[src/rtl/ps_stage_param_pkg.sv]
// Shared field widths, ABSORB opcode and PS parity helper for the PS stage and its neighbours.
package ps_stage_param_pkg;

    localparam int CG_W_DEF       = 11;
    localparam int DEST_W_DEF     = 7;
    localparam int CZDD_W_DEF     = 34;
    localparam int NDEST_W_DEF    = 7;
    localparam int FLAG_W_DEF     = 4;
    localparam int OPC_W_DEF      = 6;
    localparam int OBUF_DEPTH_DEF = 3;
    localparam int ABSORB_DEF     = 'h3F;

    localparam int ABS_CNT_W = 16;
    typedef logic [ABS_CNT_W-1:0] abs_cnt_t;
    localparam abs_cnt_t ABS_CNT_MAX = '1;

    // Even parity bit: stored bit plus data always has an even number of ones.
    function automatic logic even_par(input logic [63:0] v);
        return ^v;
    endfunction

endpackage

[src/rtl/ps_stage_param_obuf_fifo.sv]
// Output buffer of the PS stage: DEPTH x W register FIFO with count, full and empty.
// Head reads as zero while empty so the packet bus is clean after reset.
module ps_obuf_fifo
    import ps_stage_param_pkg::*;
#(
    parameter int DEPTH = OBUF_DEPTH_DEF,
    parameter int W     = 62,
    parameter int CNT_W = $clog2(DEPTH + 1)
) (
    input  logic             clk,
    input  logic             rst,
    input  logic             push,
    input  logic             pop,
    input  logic [W-1:0]     din,
    output logic [W-1:0]     dout,
    output logic [CNT_W-1:0] count,
    output logic             full,
    output logic             empty
);

    localparam int PTR_W = (DEPTH > 1) ? $clog2(DEPTH) : 1;

    logic [W-1:0]     mem_q [DEPTH];
    logic [PTR_W-1:0] wr_ptr_q, wr_ptr_d;
    logic [PTR_W-1:0] rd_ptr_q, rd_ptr_d;
    logic [CNT_W-1:0] count_q, count_d;
    logic             do_push, do_pop;

    function automatic logic [PTR_W-1:0] ptr_inc(input logic [PTR_W-1:0] p);
        return (p == PTR_W'(DEPTH - 1)) ? '0 : p + PTR_W'(1);
    endfunction

    always_comb begin
        empty    = (count_q == '0);
        full     = (count_q == CNT_W'(DEPTH));
        do_pop   = pop && !empty;
        do_push  = push && (!full || do_pop);
        wr_ptr_d = do_push ? ptr_inc(wr_ptr_q) : wr_ptr_q;
        rd_ptr_d = do_pop ? ptr_inc(rd_ptr_q) : rd_ptr_q;
        count_d  = count_q;
        if (do_push && !do_pop) begin
            count_d = count_q + CNT_W'(1);
        end else if (do_pop && !do_push) begin
            count_d = count_q - CNT_W'(1);
        end
        count = count_q;
        dout  = empty ? '0 : mem_q[rd_ptr_q];
    end

    always_ff @(posedge clk) begin
        if (do_push) begin
            mem_q[wr_ptr_q] <= din;
        end
    end

    always_ff @(posedge clk) begin
        if (rst) begin
            wr_ptr_q <= '0;
            rd_ptr_q <= '0;
            count_q  <= '0;
        end else begin
            wr_ptr_q <= wr_ptr_d;
            rd_ptr_q <= rd_ptr_d;
            count_q  <= count_d;
        end
    end

endmodule

[src/rtl/ps_stage_param.sv]
// Parametrised program-storage stage: reads the PS word at DEST and emits {CG, PS word, CZDD}.
// Build option DDP_PS_PARITY_EN adds an even-parity bit per PS word and a sticky PAR_ERR.
module ps_stage_param
    import ps_stage_param_pkg::*;
#(
    parameter int              CG_W       = CG_W_DEF,
    parameter int              DEST_W     = DEST_W_DEF,
    parameter int              CZDD_W     = CZDD_W_DEF,
    parameter int              NDEST_W    = NDEST_W_DEF,
    parameter int              FLAG_W     = FLAG_W_DEF,
    parameter int              OPC_W      = OPC_W_DEF,
    parameter int              OBUF_DEPTH = OBUF_DEPTH_DEF,
    parameter logic [OPC_W-1:0] ABSORB    = OPC_W'(ABSORB_DEF)
) (
    input  logic                                      CP,
    input  logic                                      MR,
    input  logic                                      Send_in,
    output logic                                      Ack_out,
    input  logic [CG_W+DEST_W+CZDD_W-1:0]             PACKET_IN,
    output logic                                      Send_out,
    input  logic                                      Ack_in,
    output logic [CG_W+NDEST_W+FLAG_W+OPC_W+CZDD_W-1:0] PACKET_OUT,
    output logic                                      DEL,
    input  logic                                      PS_WE,
    input  logic [DEST_W-1:0]                         PS_WADDR,
    input  logic [NDEST_W+FLAG_W+OPC_W-1:0]           PS_WDATA,
    output logic [15:0]                               ABS_CNT,
    output logic                                      PAR_ERR
);

    localparam int PSW_W    = NDEST_W + FLAG_W + OPC_W;
    localparam int IN_W     = CG_W + DEST_W + CZDD_W;
    localparam int OUT_W    = CG_W + PSW_W + CZDD_W;
    localparam int PS_DEPTH = 2 ** DEST_W;
    localparam int CNT_W    = $clog2(OBUF_DEPTH + 1);
`ifdef DDP_PS_PARITY_EN
    localparam int PSM_W    = PSW_W + 1;
`else
    localparam int PSM_W    = PSW_W;
`endif

    logic [PSM_W-1:0]  ps_mem [PS_DEPTH];
    logic [PSM_W-1:0]  ps_rd_q;
    logic [PSM_W-1:0]  ps_wword;
    logic [DEST_W-1:0] in_dest;

    logic              s1_v_q, s1_v_d;
    logic [CG_W-1:0]   s1_cg_q, s1_cg_d;
    logic [CZDD_W-1:0] s1_czdd_q, s1_czdd_d;
    logic              del_q, del_d;
    abs_cnt_t          abs_cnt_q, abs_cnt_d;

    logic              in_xfer;
    logic              par_bad;
    logic              absorb;
    logic              push;
    logic              pop;
    logic [PSW_W-1:0]  s1_psw;
    logic [OPC_W-1:0]  s1_opc;
    logic [OUT_W-1:0]  push_data;
    logic [CNT_W-1:0]  ob_count;
    logic              ob_full;
    logic              ob_empty;
    logic [CNT_W:0]    inflight;

`ifdef DDP_PS_PARITY_EN
    logic              par_err_q, par_err_d;

    assign ps_wword = {even_par(64'(PS_WDATA)), PS_WDATA};
    assign par_bad  = ^ps_rd_q;
    assign PAR_ERR  = par_err_q;

    always_comb begin
        par_err_d = par_err_q | (s1_v_q & par_bad);
    end

    always_ff @(posedge CP) begin
        if (MR) begin
            par_err_q <= 1'b0;
        end else begin
            par_err_q <= par_err_d;
        end
    end
`else
    assign ps_wword = PS_WDATA;
    assign par_bad  = 1'b0;
    assign PAR_ERR  = 1'b0;
`endif

    // Ready depends only on state, so the upstream never sees a path from Ack_in.
    always_comb begin
        inflight = {1'b0, ob_count} + {{CNT_W{1'b0}}, s1_v_q};
        Ack_out  = !ob_full && (inflight <= (CNT_W+1)'(OBUF_DEPTH - 1));
        in_xfer  = Send_in && Ack_out;
        in_dest  = PACKET_IN[CZDD_W +: DEST_W];
    end

    // PS is program state: untouched by MR, and the load port runs regardless of handshake.
    always_ff @(posedge CP) begin
        if (PS_WE) begin
            ps_mem[PS_WADDR] <= ps_wword;
        end
        if (in_xfer) begin
            ps_rd_q <= ps_mem[in_dest];
        end
    end

    always_comb begin
        s1_v_d    = in_xfer;
        s1_cg_d   = in_xfer ? PACKET_IN[IN_W-1 -: CG_W] : s1_cg_q;
        s1_czdd_d = in_xfer ? PACKET_IN[CZDD_W-1:0] : s1_czdd_q;

        s1_psw    = ps_rd_q[PSW_W-1:0];
        s1_opc    = s1_psw[OPC_W-1:0];
        absorb    = s1_v_q && ((s1_opc == ABSORB) || par_bad);
        push      = s1_v_q && !absorb;
        push_data = {s1_cg_q, s1_psw, s1_czdd_q};

        del_d     = !absorb;
        abs_cnt_d = abs_cnt_q;
        if (absorb && (abs_cnt_q != ABS_CNT_MAX)) begin
            abs_cnt_d = abs_cnt_q + abs_cnt_t'(1);
        end
    end

    always_ff @(posedge CP) begin
        if (MR) begin
            s1_v_q    <= 1'b0;
            s1_cg_q   <= '0;
            s1_czdd_q <= '0;
            del_q     <= 1'b1;
            abs_cnt_q <= '0;
        end else begin
            s1_v_q    <= s1_v_d;
            s1_cg_q   <= s1_cg_d;
            s1_czdd_q <= s1_czdd_d;
            del_q     <= del_d;
            abs_cnt_q <= abs_cnt_d;
        end
    end

    assign pop      = Send_out && Ack_in;
    assign Send_out = !ob_empty;
    assign DEL      = del_q;
    assign ABS_CNT  = abs_cnt_q;

    ps_obuf_fifo #(
        .DEPTH (OBUF_DEPTH),
        .W     (OUT_W),
        .CNT_W (CNT_W)
    ) u_obuf (
        .clk   (CP),
        .rst   (MR),
        .push  (push),
        .pop   (pop),
        .din   (push_data),
        .dout  (PACKET_OUT),
        .count (ob_count),
        .full  (ob_full),
        .empty (ob_empty)
    );

endmodule

[config.mk]
export PLATFORM = sky130hd
export DESIGN_NAME = ps_stage_param
export DESIGN_NICKNAME = d
export VERILOG_FILES = /design/src/rtl/ps_stage_param_pkg.sv /design/src/rtl/ps_stage_param_obuf_fifo.sv /design/src/rtl/ps_stage_param.sv
export SDC_FILE = /design/constraint.sdc
export NUM_CORES = 2
export LEC_CHECK = 0
export BUFFER_PORTS_ARGS = -buffer_cell sky130_fd_sc_hd__buf_2
export CAP_MARGIN = 20
export CORE_MARGIN = 1.5
export CORE_UTILIZATION = 30
export CTS_BUF_LIST = sky130_fd_sc_hd__clkbuf_16
export CTS_CLUSTER_SIZE = 8
export DETAILED_ROUTE_END_ITERATION = 10
export GPL_ROUTABILITY_DRIVEN = 0
export HOLD_SLACK_MARGIN = 0.03
export PLACE_DENSITY = 0.42
export SLEW_MARGIN = 30
export SYNTH_ARGS = -nofsm -noshare
export SYNTH_HDL_FRONTEND = slang
export SYNTH_SLANG_ARGS = --single-unit
[constraint.sdc]
create_clock -name CP -period 7.7 [get_ports CP]
set_input_delay 0.385 -clock CP [delete_from_list [all_inputs] [get_ports CP]]
set_output_delay 0.385 -clock CP [all_outputs]
set_load 0.01 [all_outputs]
* Word-level counts from Yosys, hierarchy flattened
Memories as Yosys holds them, arrays and structs flattened. A register that Yosys moved wholly into a read port is not among the register bits. Index checks and enable logic that the tools add are counted.
Operators by class: muxes and demuxes 11, reduce and logical (&&, ||, !) cells 18, equality and inequality tests 5, order comparisons 1, add/sub/neg operators 6
Operators with widths (count):
- 62-bit 2-to-1 mux | 1
- 16-bit by 1-bit adder with 16-bit output, second input constant | 1
- 16-bit != test, second input constant | 1
- 2-bit 2-to-1 mux | 6
- 1-bit logical AND | 10
- 2-bit by 1-bit adder with 2-bit output, second input constant | 3
- 2-bit == test, second input constant | 3
- 6-bit == test, second input constant | 1
- 1-bit zero test | 5
- 1-bit 2-to-1 mux | 4
- 2-bit by 1-bit adder with 3-bit output | 1
- 3-bit by 2-bit less-or-equal comparator with 1-bit output, second input constant | 1
- 2-bit zero test | 1
- 2-bit nonzero test | 1
- 2-bit by 1-bit subtractor with 2-bit output, second input constant | 1
- 1-bit logical OR | 1
Word-level totals: memories 2, word-level logic and storage cells 51, bits in writable memories 2362, bits of input ports 81, register bits 69, output and inout bits 82
Memory list:
- ps_mem | words 128, bits a word 17, read ports 1, clocked after memory_dff 1, wr ports 1, line ps_stage_param.sv:42 | logic [PSM_W-1:0] ps_mem [PS_DEPTH];
- u_obuf.mem_q | words 3, bits a word 62, read ports 1, clocked after memory_dff 1, wr ports 1, line ps_stage_param_obuf_fifo.sv:23 | logic [W-1:0] mem_q [DEPTH];

* Logic depth before layout (Yosys ltp)
word-level depth 10, gate-level depth with buffers 10, mapped depth without buffers 9

* Cells and area by module
Synthesis repeated with hierarchy kept, for this count alone.
Second synthesis, totals: cell total of the unflattened synthesis 4003, area, all modules 93603.5 um2
Modules (own cells, without submodules):
- ps_stage_param | seq. area each 67114.4 um2, area an instance 86021.3 um2, times used 1, cells an instance 3572
- ps_obuf_fifo | seq. area each 5745.5 um2, area an instance 7582.3 um2, times used 1, cells an instance 431

* Least setup slack after synthesis
No wires, ideal clock.
path type reg2reg, start register ps_rd_q[5] (read register of ps_mem), end memory u_obuf.mem_q[1][0], enable pin, data arrival time 5.354 ns, data required time 7.126 ns, clock period less this slack 5.928 ns, cell stages (with the launch flop) 4, slack 1.772 ns, path buffers 0, library setup time 0.574 ns, cell sequence edfxtp_1 -> nand4_1 -> o221ai_1 -> nor3b_1
On the way: cells in the longest elaborated chain, start to end 7
Ends and longest elaborated chain:
- start: declaration | line ps_stage_param.sv:43 | logic [PSM_W-1:0] ps_rd_q;
- 6-bit == test | line ps_stage_param.sv:115 | absorb = s1_v_q && ((s1_opc == ABSORB) || par_bad);
- 1-bit logical AND | line ps_stage_param.sv:115
- 1-bit zero test | line ps_stage_param.sv:116 | push = s1_v_q && !absorb;
- 1-bit logical AND | line ps_stage_param.sv:116
- 1-bit logical AND | line ps_stage_param_obuf_fifo.sv:37 | do_push = push && (!full || do_pop);
- 1-bit 2-to-1 mux | line ps_stage_param_obuf_fifo.sv:51 | if (do_push) begin
- 1-bit 2-to-1 mux (not written as such) | line ps_stage_param_obuf_fifo.sv:52 | mem_q[wr_ptr_q] <= din;
- end: declaration | line ps_stage_param_obuf_fifo.sv:23
No other way between the ends.

==> impl_metrics.env <==
export IMPL_status="finished clean"
export IMPL_min_to="ABS_CNT[0]$_SDFFE_PP0P_"
export IMPL_worst_hold_startpoint="MR"
export IMPL_drive_gt1_share_pct=32.6
export IMPL_crit_end_category="output port"
export IMPL_synth_cell_types=39
export IMPL_antenna_violating_nets_post_route=0
export IMPL_async_reset_ff_share_pct=0
export IMPL_viasPerCell=4.98
export IMPL_fp_dieH_um=561
export IMPL_reg2reg_from="ps_rd_q[1]$_DFFE_PP_"
export IMPL_ys_top_cells_by_count="sky130_fd_sc_hd__edfxtp_1, sky130_fd_sc_hd__mux4_2, sky130_fd_sc_hd__nor2_1"
export IMPL_die_area_um2=315000
export IMPL_rsz0062_at_grt="no"
export IMPL_clk_root_buffer_cell="sky130_fd_sc_hd__clkbuf_16"
export IMPL_grt_pass1_wl_um=369000
export IMPL_ff2ff_path_depth=6
export IMPL_slew_viol_final=0
export IMPL_worstPathArrival_ns=3.13
export IMPL_number_of_iterations_in_the_first_detailed_routing_pass=7
export IMPL_cp_slowest_cell="sky130_fd_sc_hd__buf_4"
export IMPL_reg2reg_setup_slack_ns=4.94
export IMPL_design_final_nets=4606
export IMPL_drt_drc_violations_left=0
export IMPL_synth_largest_area_cell="sky130_fd_sc_hd__edfxtp_1"
export IMPL_clk_insertion_delay_late_ns=0.91
export IMPL_hold_viol=0
export IMPL_drt_wirelength_um=264000
export IMPL_grt_start_max_net_pins=116
export IMPL_detail_route_wl_per_cell_um=30.3
export IMPL_postSynthCellCount=4069
export IMPL_core_region_area_um2=309000
export IMPL_cts_sinks=2450
export IMPL_ys_top_cells_by_area="sky130_fd_sc_hd__edfxtp_1, sky130_fd_sc_hd__mux4_2, sky130_fd_sc_hd__dfxtp_1"
export IMPL_synth_seq_cells=2450
export IMPL_portBuffers=161
export IMPL_tns_ns=0
export IMPL_critical_path_cell_chain="buf_4 > mux2i_1 > nor2_1 > a21oi_1 > nor2_1 > buf_2"
export IMPL_leakage_nw=34.2
export IMPL_count_of_flip_flops_with_a_built_in_enable_after_synthesis=2379
export IMPL_filler_cell_count=28307
export IMPL_die_width_um=561
export IMPL_ctsLongestPathBuffers=4
export IMPL_synthMostInstantiatedCell="sky130_fd_sc_hd__edfxtp_1"
export IMPL_slowest_delay_ns=0.74
export IMPL_tritoncts="built"
export IMPL_finalCritPeriodShare_pct=45.6
export IMPL_synth_area_per_cell_um2=23.0
export IMPL_detailroute_via_count=43451
export IMPL_layout_min_cycle_time_ns=3.51
export IMPL_startpoint_class="flop"
export IMPL_number_of_antenna_violations_at_the_first_check_in_global_routing=43
export IMPL_cts_clk_slew_worst_paths_ns=0.05
export IMPL_total_power_mw=30.9
export IMPL_first_global_vias=45305
export IMPL_detailedRoute_firstIterationViolations=4472
export IMPL_start_util_pct=30.2
export IMPL_skew_ns=0.0411
export IMPL_top_level_ports=163
export IMPL_cts_setup_buffers=0
export IMPL_synth_nets=4155
export IMPL_portion_of_synthesized_cell_area_occupied_by_the_leading_cell_type_pct=76.5
export IMPL_crit_required_ns=7.32
export IMPL_seqCellArea_um2=72900
export IMPL_finalSetupViolCount=0
export IMPL_cts_max_level=5
export IMPL_irDropWorstVdd_uv=181
export IMPL_synth_seq_area_share_pct=78.0
export IMPL_timing_hold_worst_path_depth=2
export IMPL_multi_input_area_um2=20400
export IMPL_synthFlopType="sky130_fd_sc_hd__edfxtp_1"
export IMPL_power_per_cell_area_nw_per_um2=280
export IMPL_critical_path_reg2reg_endpoint="u_obuf.count[1]$_SDFFE_PP0P_"
export IMPL_timing_max_cap_violations=0
export IMPL_number_of_buffers_added_by_the_clock_tree_synthesis_step=345
export IMPL_grt_overflow_total=0
export IMPL_track_usage_pct=16.6
export IMPL_critical_path_max_fanout=41
export IMPL_maxSlewHeadroom_pct=32.2
export IMPL_post_synth_instance_area_um2=93400
export IMPL_crit_top_cell="sky130_fd_sc_hd__nor2_1"
export IMPL_hpwlAfterDp_um=147000
export IMPL_synth_warnings=0
export IMPL_placement_rows=204
export IMPL_timing_worst_slew_pin_value_ns=1.02
export IMPL_area_growth_synth_to_final_pct=18.4
export IMPL_holdCritPathClass="input pin to flop"
export IMPL_timing_fmax_ghz=0.285
export IMPL_category_of_the_most_critical_setup_path="flop to output port"
[worst max-delay path by stage]
stage	start	to	slack (ns)
floorplan	ps_rd_q[5]$_DFFE_PP_	u_obuf.mem_q[1][0]$_DFFE_PP_	1.77
finish	flop	PACKET_OUT[34]	4.19
global route	flop	PACKET_OUT[34]	3.96
global placement	PACKET_IN[34]	ps_rd_q[7]$_DFFE_PP_	3.41
CTS	flop	PACKET_OUT[40]	4.05
detailed placement	PACKET_IN[34]	ps_rd_q[7]$_DFFE_PP_	3.42
[routing by layer]
| metal | global-route usage (%) | share of wire, % |
|---|---|---|
| met5 | 0 | 0.11 |
| met4 | 3.65 | 1.9 |
| met3 | 2.82 | 5.0 |
| met2 | 26.6 | 47 |
| met1 | 23.6 | 46 |
[cell families after synthesis]
kind of cell	after synthesis	synth area share, %
AOI/OAI and AO/OA	136	0.780
xor gates and xnor gates	11	0.103
adders and majority gates	5	0.0670
buffers and inverters	229	1.01
DFF	2450	78.0
muxes	794	18.1
other	1	0.00402
and+or+nand+nor	443	1.92
[worst max-delay path, delay by kind of cell, from the launching register on]
kind / cells / cell delay [ns]
simple gates: 2 / 0.13
compound gates: 1 / 0.22
mux: 1 / 0.26
flops: 1 / 0.63
buf+inv: 2 / 0.95
[metrics by stage]
step                      hold WS, ns  util [%]  instance area (µm²)  worst slack, ns  instances
after floorplan                 0.440         -                93400             1.77       4069
after global placement          0.450      32.4               100000             3.41       8221
after detailed placement        0.462      32.5               100000             3.42       8231
after CTS                      0.0392      35.7               110000             4.05       8708
after global routing           0.0766      35.7               111000             3.96       8714
final                          0.0908      35.7               111000             4.19       8722
[where the power goes]
group	switching, mW	internal [mW]
sequential	0.201	14.9
clock	5.57	7.97
combinational	1.43	0.809
[repair_timing]
item                                    4_1_cts  5_1_grt
resized for setup                             0        0
endpoints found under the setup margin        0        0
hold buffers                                 59        0
hold endpoints to repair                    387        0
[final cells by class]
class | count | share of cell area (%)
flip-flops and latches | 2450 | 65.9
multi-input cells | 1390 | 18.5
clock buffers | 346 | 7.83
well taps | 4120 | 4.66
repair buffers | 326 | 2.46
clock inverters | 72 | 0.624
inverters | 7 | 0.0283
diodes | 11 | 0.0249
[flip-flops by register name, indices dropped and copies added, names as in the netlist, named ones only]
signal	count
ABS_CNT	16
s1_czdd_q	34
u_obuf.rd_ptr_q	2
s1_v_q	1
ps_mem	2176
u_obuf.mem_q	186
u_obuf.wr_ptr_q	2
DEL	1
s1_cg_q	11
ps_rd_q	17
u_obuf.count	2
[cells in the final DEF (no fill, tap or decap), types with 3 or more instances in the layout]
cell,netlist,layout
sky130_fd_sc_hd__inv_1,6,46
sky130_fd_sc_hd__mux4_2,714,714
sky130_fd_sc_hd__nand2b_1,3,3
sky130_fd_sc_hd__nand3_1,12,8
sky130_fd_sc_hd__buf_6,3,6
sky130_fd_sc_hd__o2111ai_1,6,6
sky130_fd_sc_hd__buf_12,0,13
sky130_fd_sc_hd__clkbuf_16,0,346
sky130_fd_sc_hd__nor2b_1,9,9
sky130_fd_sc_hd__and3_1,4,4
sky130_fd_sc_hd__nand2_1,116,116
sky130_fd_sc_hd__nor2_2,0,13
sky130_fd_sc_hd__inv_16,0,6
sky130_fd_sc_hd__mux2_2,17,17
sky130_fd_sc_hd__and4_1,3,3
sky130_fd_sc_hd__buf_16,0,13
sky130_fd_sc_hd__nor3_2,0,6
sky130_fd_sc_hd__dfxtp_1,71,69
sky130_fd_sc_hd__mux2i_1,63,63
sky130_fd_sc_hd__clkinv_16,0,8
sky130_fd_sc_hd__edfxtp_1,2379,2379
sky130_fd_sc_hd__o21ai_0,5,5
sky130_fd_sc_hd__inv_6,0,8
sky130_fd_sc_hd__nor2_4,0,94
sky130_fd_sc_hd__buf_2,47,138
sky130_fd_sc_hd__nor2_1,270,163
sky130_fd_sc_hd__xor2_1,10,10
sky130_fd_sc_hd__a21oi_1,117,117
sky130_fd_sc_hd__or3_1,4,4
sky130_fd_sc_hd__dlygate4sd3_1,0,59
sky130_fd_sc_hd__nand4_1,7,7
sky130_fd_sc_hd__buf_8,0,3
sky130_fd_sc_hd__clkinv_8,0,6
sky130_fd_sc_hd__clkinv_1,0,4
sky130_fd_sc_hd__buf_4,1,94
sky130_fd_sc_hd__ha_1,5,5
sky130_fd_sc_hd__diode_2,0,11
Power figures use the tool's default switching activity.
